### src/rtl/uart_tx_controller.sv
// -----------------------------------------------------------------------------
// uart_tx_controller
//
// Transmit side of the bulk UART link. Bulk words ({address, 32-bit data})
// arrive on a valid/ready write port and are buffered in a small FIFO. Each
// buffered entry is sent on uart_txd as one frame of five 9-bit UART words:
//   W0 = {1'b1, addr zero-extended to 8 bits}
//   W1 = {1'b0, data[31:24]}, W2 = {1'b0, data[23:16]},
//   W3 = {1'b0, data[15:8]},  W4 = {1'b0, data[7:0]}
// Every word goes out as start bit (0), bits [0]..[8] LSB first, stop bit (1).
// Each bit lasts PULSE_WIDTH = CLK_FREQ / UART_BAUD_RATE clk cycles.
// Consecutive words and consecutive frames follow each other with no gap.
//
// Ports:
//   clk           in   system clock, rising edge
//   rstn          in   asynchronous active-low reset (flushes FIFO, aborts frame)
//   bulk_tx_valid in   write request
//   bulk_tx_ready out  FIFO can accept (not full)
//   bulk_tx_addr  in   destination address, ADDR_WIDTH bits
//   bulk_tx_data  in   payload, DATA_WIDTH bits
//   uart_txd      out  serial line, idle high, registered
//   tx_busy       out  frame on the line or entries still buffered
// -----------------------------------------------------------------------------
module uart_tx_controller #(
    parameter int DATA_WIDTH      = 32,
    parameter int RAM_DEPTH       = 256,
    parameter int BULK_FIFO_DEPTH = 4,
    parameter int UART_BAUD_RATE  = 115200,
    parameter int CLK_FREQ        = 100_000_000,
    localparam int ADDR_WIDTH     = $clog2(RAM_DEPTH)
) (
    input  logic                  clk,
    input  logic                  rstn,
    input  logic                  bulk_tx_valid,
    output logic                  bulk_tx_ready,
    input  logic [ADDR_WIDTH-1:0] bulk_tx_addr,
    input  logic [DATA_WIDTH-1:0] bulk_tx_data,
    output logic                  uart_txd,
    output logic                  tx_busy
);

    localparam int PULSE_WIDTH = CLK_FREQ / UART_BAUD_RATE;
    localparam int CNT_W       = (PULSE_WIDTH > 1) ? $clog2(PULSE_WIDTH) : 1;
    localparam int IDX_W       = $clog2(BULK_FIFO_DEPTH);
    localparam int PTR_W       = IDX_W + 1;
    localparam int ENTRY_W     = ADDR_WIDTH + DATA_WIDTH;

    localparam logic [CNT_W-1:0] PW_LAST = CNT_W'(PULSE_WIDTH - 1);

    localparam logic [1:0] ST_IDLE  = 2'd0;
    localparam logic [1:0] ST_START = 2'd1;
    localparam logic [1:0] ST_DATA  = 2'd2;
    localparam logic [1:0] ST_STOP  = 2'd3;

    // Select word idx of the frame built from an 8-bit address and 32-bit data.
    function automatic logic [8:0] frame_word(input logic [2:0]  idx,
                                              input logic [7:0]  addr8,
                                              input logic [31:0] data);
        logic [8:0] w;
        case (idx)
            3'd0:    w = {1'b1, addr8};
            3'd1:    w = {1'b0, data[31:24]};
            3'd2:    w = {1'b0, data[23:16]};
            3'd3:    w = {1'b0, data[15:8]};
            3'd4:    w = {1'b0, data[7:0]};
            default: w = {1'b1, 8'hff};
        endcase
        return w;
    endfunction

    // ---------------------------------------------------------------- FIFO
    logic [ENTRY_W-1:0]    fifo_mem_r [BULK_FIFO_DEPTH];
    logic [PTR_W-1:0]      wr_ptr_r;
    logic [PTR_W-1:0]      rd_ptr_r;
    logic                  full_s;
    logic                  empty_s;
    logic                  push_s;
    logic                  pop_s;
    logic [ENTRY_W-1:0]    head_s;
    logic [7:0]            head_addr8_s;
    logic [DATA_WIDTH-1:0] head_data_s;

    // Extra pointer MSB distinguishes full from empty when the low bits match.
    assign full_s  = (wr_ptr_r[PTR_W-1] != rd_ptr_r[PTR_W-1]) &&
                     (wr_ptr_r[IDX_W-1:0] == rd_ptr_r[IDX_W-1:0]);
    assign empty_s = (wr_ptr_r == rd_ptr_r);
    assign push_s  = bulk_tx_valid && !full_s;
    assign head_s  = fifo_mem_r[rd_ptr_r[IDX_W-1:0]];
    assign head_data_s = head_s[DATA_WIDTH-1:0];

    // Zero-extend the head address to the 8-bit header payload.
    always_comb begin
        head_addr8_s = 8'h00;
        head_addr8_s[ADDR_WIDTH-1:0] = head_s[ENTRY_W-1 -: ADDR_WIDTH];
    end

    // FIFO storage write; contents need no reset because the pointers define validity.
    always_ff @(posedge clk) begin
        if (push_s) begin
            fifo_mem_r[wr_ptr_r[IDX_W-1:0]] <= {bulk_tx_addr, bulk_tx_data};
        end
    end

    // FIFO pointers; push and pop in the same cycle both advance.
    always_ff @(posedge clk or negedge rstn) begin
        if (!rstn) begin
            wr_ptr_r <= {PTR_W{1'b0}};
            rd_ptr_r <= {PTR_W{1'b0}};
        end else begin
            if (push_s) begin
                wr_ptr_r <= wr_ptr_r + PTR_W'(1);
            end
            if (pop_s) begin
                rd_ptr_r <= rd_ptr_r + PTR_W'(1);
            end
        end
    end

    // ----------------------------------------------------------- Serializer
    logic [1:0]       state_r,    state_s;
    logic [CNT_W-1:0] baud_cnt_r, baud_cnt_s;
    logic [3:0]       bit_idx_r,  bit_idx_s;
    logic [2:0]       word_idx_r, word_idx_s;
    logic [8:0]       word_r,     word_s;
    logic [7:0]       cur_addr8_r, cur_addr8_s;
    logic [31:0]      cur_data_r,  cur_data_s;
    logic             txd_r,      txd_s;
    logic             baud_done_s;

    assign baud_done_s = (baud_cnt_r == PW_LAST);

    // Next-state logic: bit timing, word sequencing and FIFO pops.
    always_comb begin
        state_s     = state_r;
        baud_cnt_s  = baud_cnt_r + CNT_W'(1);
        bit_idx_s   = bit_idx_r;
        word_idx_s  = word_idx_r;
        word_s      = word_r;
        cur_addr8_s = cur_addr8_r;
        cur_data_s  = cur_data_r;
        pop_s       = 1'b0;
        case (state_r)
            ST_IDLE: begin
                baud_cnt_s = {CNT_W{1'b0}};
                if (!empty_s) begin
                    pop_s       = 1'b1;
                    state_s     = ST_START;
                    word_idx_s  = 3'd0;
                    cur_addr8_s = head_addr8_s;
                    cur_data_s  = head_data_s;
                    word_s      = frame_word(3'd0, head_addr8_s, head_data_s);
                end else begin
                    state_s = ST_IDLE;
                end
            end
            ST_START: begin
                if (baud_done_s) begin
                    state_s    = ST_DATA;
                    baud_cnt_s = {CNT_W{1'b0}};
                    bit_idx_s  = 4'd0;
                end else begin
                    state_s = ST_START;
                end
            end
            ST_DATA: begin
                if (baud_done_s) begin
                    baud_cnt_s = {CNT_W{1'b0}};
                    if (bit_idx_r == 4'd8) begin
                        state_s = ST_STOP;
                    end else begin
                        bit_idx_s = bit_idx_r + 4'd1;
                    end
                end else begin
                    state_s = ST_DATA;
                end
            end
            ST_STOP: begin
                if (baud_done_s) begin
                    baud_cnt_s = {CNT_W{1'b0}};
                    if (word_idx_r != 3'd4) begin
                        // Next word of the same frame follows immediately.
                        state_s    = ST_START;
                        word_idx_s = word_idx_r + 3'd1;
                        word_s     = frame_word(word_idx_r + 3'd1, cur_addr8_r, cur_data_r);
                    end else if (!empty_s) begin
                        // Next frame starts without returning to IDLE.
                        pop_s       = 1'b1;
                        state_s     = ST_START;
                        word_idx_s  = 3'd0;
                        cur_addr8_s = head_addr8_s;
                        cur_data_s  = head_data_s;
                        word_s      = frame_word(3'd0, head_addr8_s, head_data_s);
                    end else begin
                        state_s = ST_IDLE;
                    end
                end else begin
                    state_s = ST_STOP;
                end
            end
            default: begin
                state_s    = ST_IDLE;
                baud_cnt_s = {CNT_W{1'b0}};
            end
        endcase
    end

    // Line level for the current state; registered below, so the pin lags the FSM by one cycle.
    always_comb begin
        txd_s = 1'b1;
        case (state_r)
            ST_IDLE:  txd_s = 1'b1;
            ST_START: txd_s = 1'b0;
            ST_DATA:  txd_s = word_r[bit_idx_r];
            ST_STOP:  txd_s = 1'b1;
            default:  txd_s = 1'b1;
        endcase
    end

    // Serializer state registers; reset forces the line high immediately.
    always_ff @(posedge clk or negedge rstn) begin
        if (!rstn) begin
            state_r     <= ST_IDLE;
            baud_cnt_r  <= {CNT_W{1'b0}};
            bit_idx_r   <= 4'd0;
            word_idx_r  <= 3'd0;
            word_r      <= 9'h000;
            cur_addr8_r <= 8'h00;
            cur_data_r  <= 32'h0000_0000;
            txd_r       <= 1'b1;
        end else begin
            state_r     <= state_s;
            baud_cnt_r  <= baud_cnt_s;
            bit_idx_r   <= bit_idx_s;
            word_idx_r  <= word_idx_s;
            word_r      <= word_s;
            cur_addr8_r <= cur_addr8_s;
            cur_data_r  <= cur_data_s;
            txd_r       <= txd_s;
        end
    end

    assign uart_txd      = txd_r;
    assign bulk_tx_ready = !full_s;
    assign tx_busy       = (state_r != ST_IDLE) || !empty_s;

endmodule

### config.mk
export PLATFORM = sky130hd
export DESIGN_NAME = uart_tx_controller
export DESIGN_NICKNAME = d
export VERILOG_FILES = /design/src/rtl/uart_tx_controller.sv
export SDC_FILE = /design/constraint.sdc
export NUM_CORES = 1
export LEC_CHECK = 0
export BUFFER_PORTS_ARGS = -buffer_cell sky130_fd_sc_hd__buf_2
export CAP_MARGIN = 20
export CORE_MARGIN = 2
export CORE_UTILIZATION = 55
export DETAILED_ROUTE_END_ITERATION = 10
export PLACE_DENSITY_LB_ADDON = 0.1
export SETUP_SLACK_MARGIN = 0.1
export SKIP_LAST_GASP = 1
export SLEW_MARGIN = 20
export SYNTH_ARGS = -nofsm -noshare
export SYNTH_HDL_FRONTEND = slang
export SYNTH_SLANG_ARGS = --single-unit
### constraint.sdc
create_clock -name clk -period 2.2 [get_ports clk]
set_input_delay 0.44 -clock clk [delete_from_list [all_inputs] [get_ports clk]]
set_output_delay 0.44 -clock clk [all_outputs]
set_load 0.03 [all_outputs]
==> Word level (Yosys, flattened, before mapping) <==
Memories as Yosys holds them, arrays and structs flattened.
Cells that the tools add are included.
{ "totals": {"ramBits": 160, "register_bits": 75, "memories": 1, "out_inout_bits": 3, "in_bits": 43, "elab_cells": 90} }
{ "mem_list": {"columns": ["name", "words", "width", "read_ports", "rd_clocked_by_memory_dff", "write_ports", "line_no", "rtl"], "rows": [
  ["fifo_mem_r", 4, 40, 1, 0, 1, "72", "logic [ENTRY_W-1:0] fifo_mem_r [BULK_FIFO_DEPTH];"]
]} }
{ "op_classes": {"reduce_logical": 15, "magnitude_cmp": 1, "n_eq_ne": 19, "addsub": 5, "n_mux": 39} }
{ "ops": {"columns": ["op", "count"], "rows": [
  ["$mux W32", 3],
  ["$pmux W32 S2", 1],
  ["$pmux W9 S5", 1],
  ["$mux W9", 3],
  ["$mux W8", 3],
  ["$pmux W10 S2", 1],
  ["$pmux W9 S2", 1],
  ["$pmux W8 S2", 1],
  ["$mux W4", 3],
  ["$add A10 B1 Y10 const B", 1],
  ["$eq A10 B10 Y1 const B", 1],
  ["$mux W10", 1],
  ["$mux W2", 5],
  ["$ne A2 B2 Y1 const B", 5],
  ["$add A3 B1 Y3 const B", 3],
  ["$mux W3", 3],
  ["$pmux W2 S4", 1],
  ["$pmux W4 S2", 1],
  ["$mux W1", 7],
  ["$eq A3 B2 Y1 const B", 2],
  ["$ne A3 B3 Y1 const B", 2],
  ["$pmux W3 S2", 1],
  ["$reduce_bool A2 Y1", 3],
  ["$lt A4 B5 Y1 const B", 1],
  ["other kinds (22)", 25]
]} }

==> Logic depth before layout (Yosys ltp) <==
{ "logic_depth": {"ltp_word": 6, "depth_mapped": 8, "depth_no_buf": 7} }

==> Least setup slack after synthesis <==
OpenSTA, ideal clock, no wires.
{ "synth_path": {"kind": "register to register", "startpoint": "reg rd_ptr_r[1]", "endpoint": "mem fifo_mem_r[3][0] (netlist name) (enable)", "path_slack_ps": -311, "setup_ps": 403, "path_stages_with_launch": 5, "arrival_time_ps": 2108, "cell_sequence": "dfrtp_1 -> buf_2 -> xnor2_2 -> nand3_1 -> and3_1"} }
{ "synth_between": {"elab_chain_cells": 6} }
{ "synth_lines": {"columns": ["item", "line_no", "rtl"], "rows": [
  ["from (decl)", "74", "logic [PTR_W-1:0] rd_ptr_r;"],
  ["from (signal assigned)", "108", "rd_ptr_r <= {PTR_W{1'b0}};"],
  ["from (signal assigned)", "114", "rd_ptr_r <= rd_ptr_r + PTR_W'(1);"],
  ["$eq A2 B2 Y1", "85", "(wr_ptr_r[IDX_W-1:0] == rd_ptr_r[IDX_W-1:0]);"],
  ["$logic_and A1 B1 Y1", "84", "assign full_s = (wr_ptr_r[PTR_W-1] != rd_ptr_r[PTR_W-1]) &&"],
  ["$logic_not A1 Y1", null, null],
  ["net bulk_tx_ready", "35", "output logic bulk_tx_ready,"],
  ["$logic_and A1 B1 Y1", "87", "assign push_s = bulk_tx_valid && !full_s;"],
  ["$mux W1", "99", "if (push_s) begin"],
  ["$mux W1 (implied by the code)", "100", "fifo_mem_r[wr_ptr_r[IDX_W-1:0]] <= {bulk_tx_addr, bulk_tx_data};"],
  ["to (decl)", "72", null]
]} }
The timed path passes the listed nets, and every way through them passes these cells.

==> Worst setup path after layout <==
{ "layout_path": {"startpoint": "reg rd_ptr_r[0]", "endpoint": "out tx_busy"} }
{ "layout_between": {"elab_chain_cells": 3} }
{ "layout_lines": {"columns": ["item", "line_no", "rtl"], "rows": [
  ["$eq A3 B3 Y1", "86", "assign empty_s = (wr_ptr_r == rd_ptr_r);"],
  ["$logic_not A1 Y1", "244", "assign tx_busy = (state_r != ST_IDLE) || !empty_s;"],
  ["$logic_or A1 B1 Y1", "244", null],
  ["to (decl)", "39", "output logic tx_busy"]
]} }
No other way between the ends.

==> flow_summary.rst <==
.. list-table::
   :header-rows: 1

   * - Metric
     - Value
   * - Status
     - finished, final reports clean
   * - Cts bufs inserted
     - 25
   * - Worst R2R End
     - cur_addr8_r[1]$_DFFE_PN0P_
   * - Mean cell area of the mapped netlist
     - about 18 sq um
   * - Setup violators final
     - 0
   * - Max-cap violations
     - 0
   * - Number of fill cells
     - 1205
   * - Overflow left after global routing
     - 0
   * - Beginning of the worst hold path
     - bulk_tx_data[21]
   * - DRC violations left
     - 0
   * - Number of H-tree levels
     - 1
   * - Maximum frequency from static timing analysis
     - 482.4 MHz
   * - TritonCTS Sinks
     - 235
   * - Routed length per instance
     - 21.33 microns
   * - Effective utilization at floorplan
     - 0.5621
   * - Period utilisation layout
     - 0.9423
   * - Worst hold path cell count
     - 1
   * - Clock tree buffer depth
     - 3
   * - Post-detail-place hpwl
     - roughly 11000 microns
   * - Sort of element at the end of the critical path
     - primary output
   * - Cell count of the worst reg-to-reg path
     - 5
   * - Wire length of the first global-routing pass
     - approximately 29000 microns
   * - Internal reg-to-reg setup slack
     - 140 ps
   * - Library cell used as clock root buffer
     - clkbuf_16
   * - Final Net Count
     - 679
   * - Number of detailed-route iterations in the first pass
     - 4
   * - Latest clock arrival within the worst-skew pair
     - 520 ps
   * - Global placer's final weighted congestion
     - between 0.7 and 0.8
   * - Peak fanout along the critical path
     - 4
   * - Count of nets left with antenna violations after detail routing
     - 0
   * - Startpoint of the worst register-to-register path
     - baud_cnt_r[4]$_DFF_PN0_
   * - Mapped cell area
     - 9723 sq um
   * - Type of the worst setup path
     - flip-flop to primary output
   * - Layout cells sized above 1
     - 0.3679
   * - Via count
     - 4944
   * - Overall power of the completed layout
     - 10980 uW
   * - I/O pin cnt
     - 46
   * - Final WS setup
     - approximately 130 ps
   * - Net Count, Synth
     - 589
   * - RSZ-0062 raised after global routing
     - yes
   * - Via count of the first global-routing pass
     - 5298
   * - Sequential area share after synthesis
     - 0.6873
   * - Drt via density
     - around 5.7
   * - Worst slew margin
     - 0.5578
   * - Worst min-delay path class
     - input port to flip-flop
   * - Maximum number of pins on one net before global-route repair
     - 43
   * - Clock-pin slew on the worst setup and hold paths
     - about 60 ps
   * - Core outline area
     - ~17000 sq um
   * - Required time at the endpoint of the critical path
     - between 1500 and 2000 ps
   * - Initial antenna violation count
     - 0
   * - Floorplan die height
     - 137.0 microns
   * - Total of warnings raised by yosys
     - 0
   * - Post-synthesis cell type count
     - 52
   * - Area growth syn-to-layout
     - 17.08%
   * - Initial DRC Count
     - between 200 and 250
   * - LEAKAGE
     - ~0.0043 uW
   * - Register bit total from synthesis
     - 235
   * - Ant. Diodes
     - 0
   * - Startpoint type of the worst setup path
     - flip-flop
   * - Post-place setup slack
     - -98.55 ps
   * - Instance count of the mapped netlist
     - 529
   * - Crit path arrival time
     - about 1600 ps
   * - Number of pins with negative max-slew slack in the final report
     - 0
   * - Width of the die
     - 137.0 microns
   * - TritonCTS clock tree
     - built
   * - Final Skew
     - 19.79 ps
   * - Worst Hold Path EP
     - fifo_mem_r[3][21]$_DFFE_PP_
   * - Std cell rows
     - 48
   * - Maximum ir drop on the vdd rail
     - roughly 0.66 mV
   * - Period minus WS final
     - 2073 ps
   * - Cell area power density
     - 964.3 nW/um^2
   * - Slew @ Worst Pin
     - ~660 ps
   * - Die footprint
     - 18760 sq um
   * - Number of port buffers
     - 45
   * - Fin. Hold Viols
     - 0
   * - Total wire length after detailed routing
     - around 18000 microns
   * - Aggregate global-route resource usage
     - 0.2076
==> area by class of cell <==
type	instances	area [sq um]	share of cell area
Clock buffer	31	698.2	0.06133
Timing Repair Buffer	87	633.1	0.05562
Inverter	10	37.54	0.003297
Multi-Input combinational cell	260	2933	0.2576
Clock inverter	13	112.6	0.009892
Tap cell	225	281.5	0.02473
Sequential cell	235	6688	0.5875
==> worst max-delay path by stage <==
stage                                 start                         end  slack [ps]
CTS                 rd_ptr_r[0]$_DFFE_PN0P_                     tx_busy         -60
global placement    baud_cnt_r[4]$_DFF_PN0_  cur_data_r[15]$_DFFE_PN0P_         -90
detailed placement  baud_cnt_r[4]$_DFF_PN0_  cur_data_r[13]$_DFFE_PN0P_        -100
global route        wr_ptr_r[1]$_DFFE_PN0P_                     tx_busy          50
floorplan           wr_ptr_r[2]$_DFFE_PN0P_     wr_ptr_r[2]$_DFFE_PN0P_         110
finish              rd_ptr_r[0]$_DFFE_PN0P_                     tx_busy         130
==> cells in the mapped netlist, drive strengths merged <==
| cell | number | area [sq um] |
|---|---|---|
| edfxtp | 160 | 4805 |
| dfrtp | 74 | 1852 |
| mux2 | 43 | 638.1 |
| mux4 | 41 | 923.4 |
| nor2 | 21 | 78.83 |
| ha | 17 | 212.7 |
| a22oi | 16 | 120.1 |
| buf | 13 | 97.59 |
| clkbuf | 12 | 45.04 |
| and3 | 10 | 67.56 |
| inv | 10 | 37.53 |
| nor3b | 9 | 67.56 |
| xnor2 | 9 | 93.84 |
| a2bb2oi | 8 | 70.07 |
| a31oi | 8 | 50.05 |
| nand3 | 8 | 40.04 |
| o21ai | 8 | 40.04 |
| o22ai | 8 | 50.05 |
| xor2 | 8 | 70.07 |
| nand2 | 7 | 26.28 |
| a21oi | 6 | 33.78 |
| a22o | 3 | 26.28 |
| mux2i | 3 | 30.03 |
| nor3 | 3 | 15.01 |
| a211oi | 2 | 15.01 |
| and2 | 2 | 12.51 |
| nand3b | 2 | 15.01 |
| nand4 | 2 | 12.51 |
| a2111oi | 1 | 8.760 |
| a21o | 1 | 7.510 |
| a41o | 1 | 10.01 |
| a41oi | 1 | 8.760 |
| and2b | 1 | 10.01 |
| and4 | 1 | 8.760 |
| dfstp | 1 | 26.28 |
| nand2b | 1 | 6.260 |
| nand4b | 1 | 8.760 |
| nor4 | 1 | 12.51 |
| o2111a | 1 | 11.26 |
| o211ai | 1 | 7.510 |
| o21bai | 1 | 18.77 |
| o311ai | 1 | 16.27 |
| o31ai | 1 | 7.510 |
| o41ai | 1 | 8.760 |
==> where the power goes <==
part,switching (uW),internal (uW),leakage (uW)
clock network,1610,2470,0.000402
registers,147,5410,0.00236
logic,783,561,0.00151
==> sequential cells by signal, indices dropped and copies added (netlist names) <==
register / flops
fifo_mem_r: 160
cur_data_r: 32
baud_cnt_r: 10
word_r: 9
cur_addr8_r: 8
bit_idx_r: 4
rd_ptr_r: 3
word_idx_r: 3
wr_ptr_r: 3
state_r: 2
uart_txd: 1
==> cells in the final DEF (no fill, tap or decap), types with 4 or more instances in the layout <==
master,count
and3_2,4
clkbuf_8,5
o21ai_0,8
xnor2_1,7
dfrtp_2,4
nand2_1,6
and3_1,5
a2bb2oi_1,8
a31oi_1,8
mux4_2,41
mux2_4,41
a22oi_1,16
clkinv_1,5
buf_12,6
edfxtp_1,160
o22ai_1,8
nand3_1,7
clkinv_2,4
a21oi_1,5
inv_1,7
nor3b_1,9
ha_1,16
xor2_1,7
buf_2,42
buf_4,36
dfrtp_1,70
nor2_1,20
clkbuf_16,25
==> metrics by stage <==
stage	setup TNS [ps]	hold slack (ps)	utilization	instances	cell area, sq um
floorplan	0	144.4	-	529	9728
global placement	-3454	441.8	0.6024	807	10420
detailed placement	-3478	453.5	0.6024	807	10420
CTS	-64.25	125.8	0.6516	854	11270
global route	0	134.3	0.6581	861	11380
finish	0	137.7	0.6581	861	11380
==> cells by family (layout without fill, tap and decap cells) <==
| family | count (synthesis) | count (layout) | synth area share |
|---|---|---|---|
| AO/OA/AOI/OAI | 69 | 69 | 0.05251 |
| XOR/XNOR | 17 | 17 | 0.01686 |
| adder cells (fa/ha/maj) | 17 | 17 | 0.02188 |
| buffers and inverters | 35 | 141 | 0.01853 |
| flip-flops | 235 | 235 | 0.6873 |
| multiplexers | 87 | 87 | 0.1637 |
| AND/OR/NAND/NOR | 69 | 70 | 0.03925 |
==> worst max-delay path, cell delays in order (launching register included) <==
cell	delay [ps]
dfrtp_2	460
xnor2_4	180
nand2_2	100
nor2_4	160
nand2_1	80
buf_6	140
==> timing repair <==
item / 4_1_cts / 5_1_grt
gates cloned: 1 / 0
resized for setup: 5 / 15
pin swaps: 1 / 5
hold endpoints to repair: 35 / 0
hold buffers: 1 / 0
setup buffers: 1 / 7
endpoints found under the setup margin: 42 / 42
==> per-layer routing <==
layer | GRT usage | part of all wire | routed length, microns | vias up
met3 | 0.03037 | 0.038 | 697 | 23
li1 | - | - | - | 2282
met1 | 0.2722 | 0.41 | 7538 | 2546
met2 | 0.3643 | 0.54 | 9862 | 93
met4 | 0.05727 | 0.014 | 264 | 0
met5 | 0 | 0 | 0 | -
(Power assumes the default switching activity.)
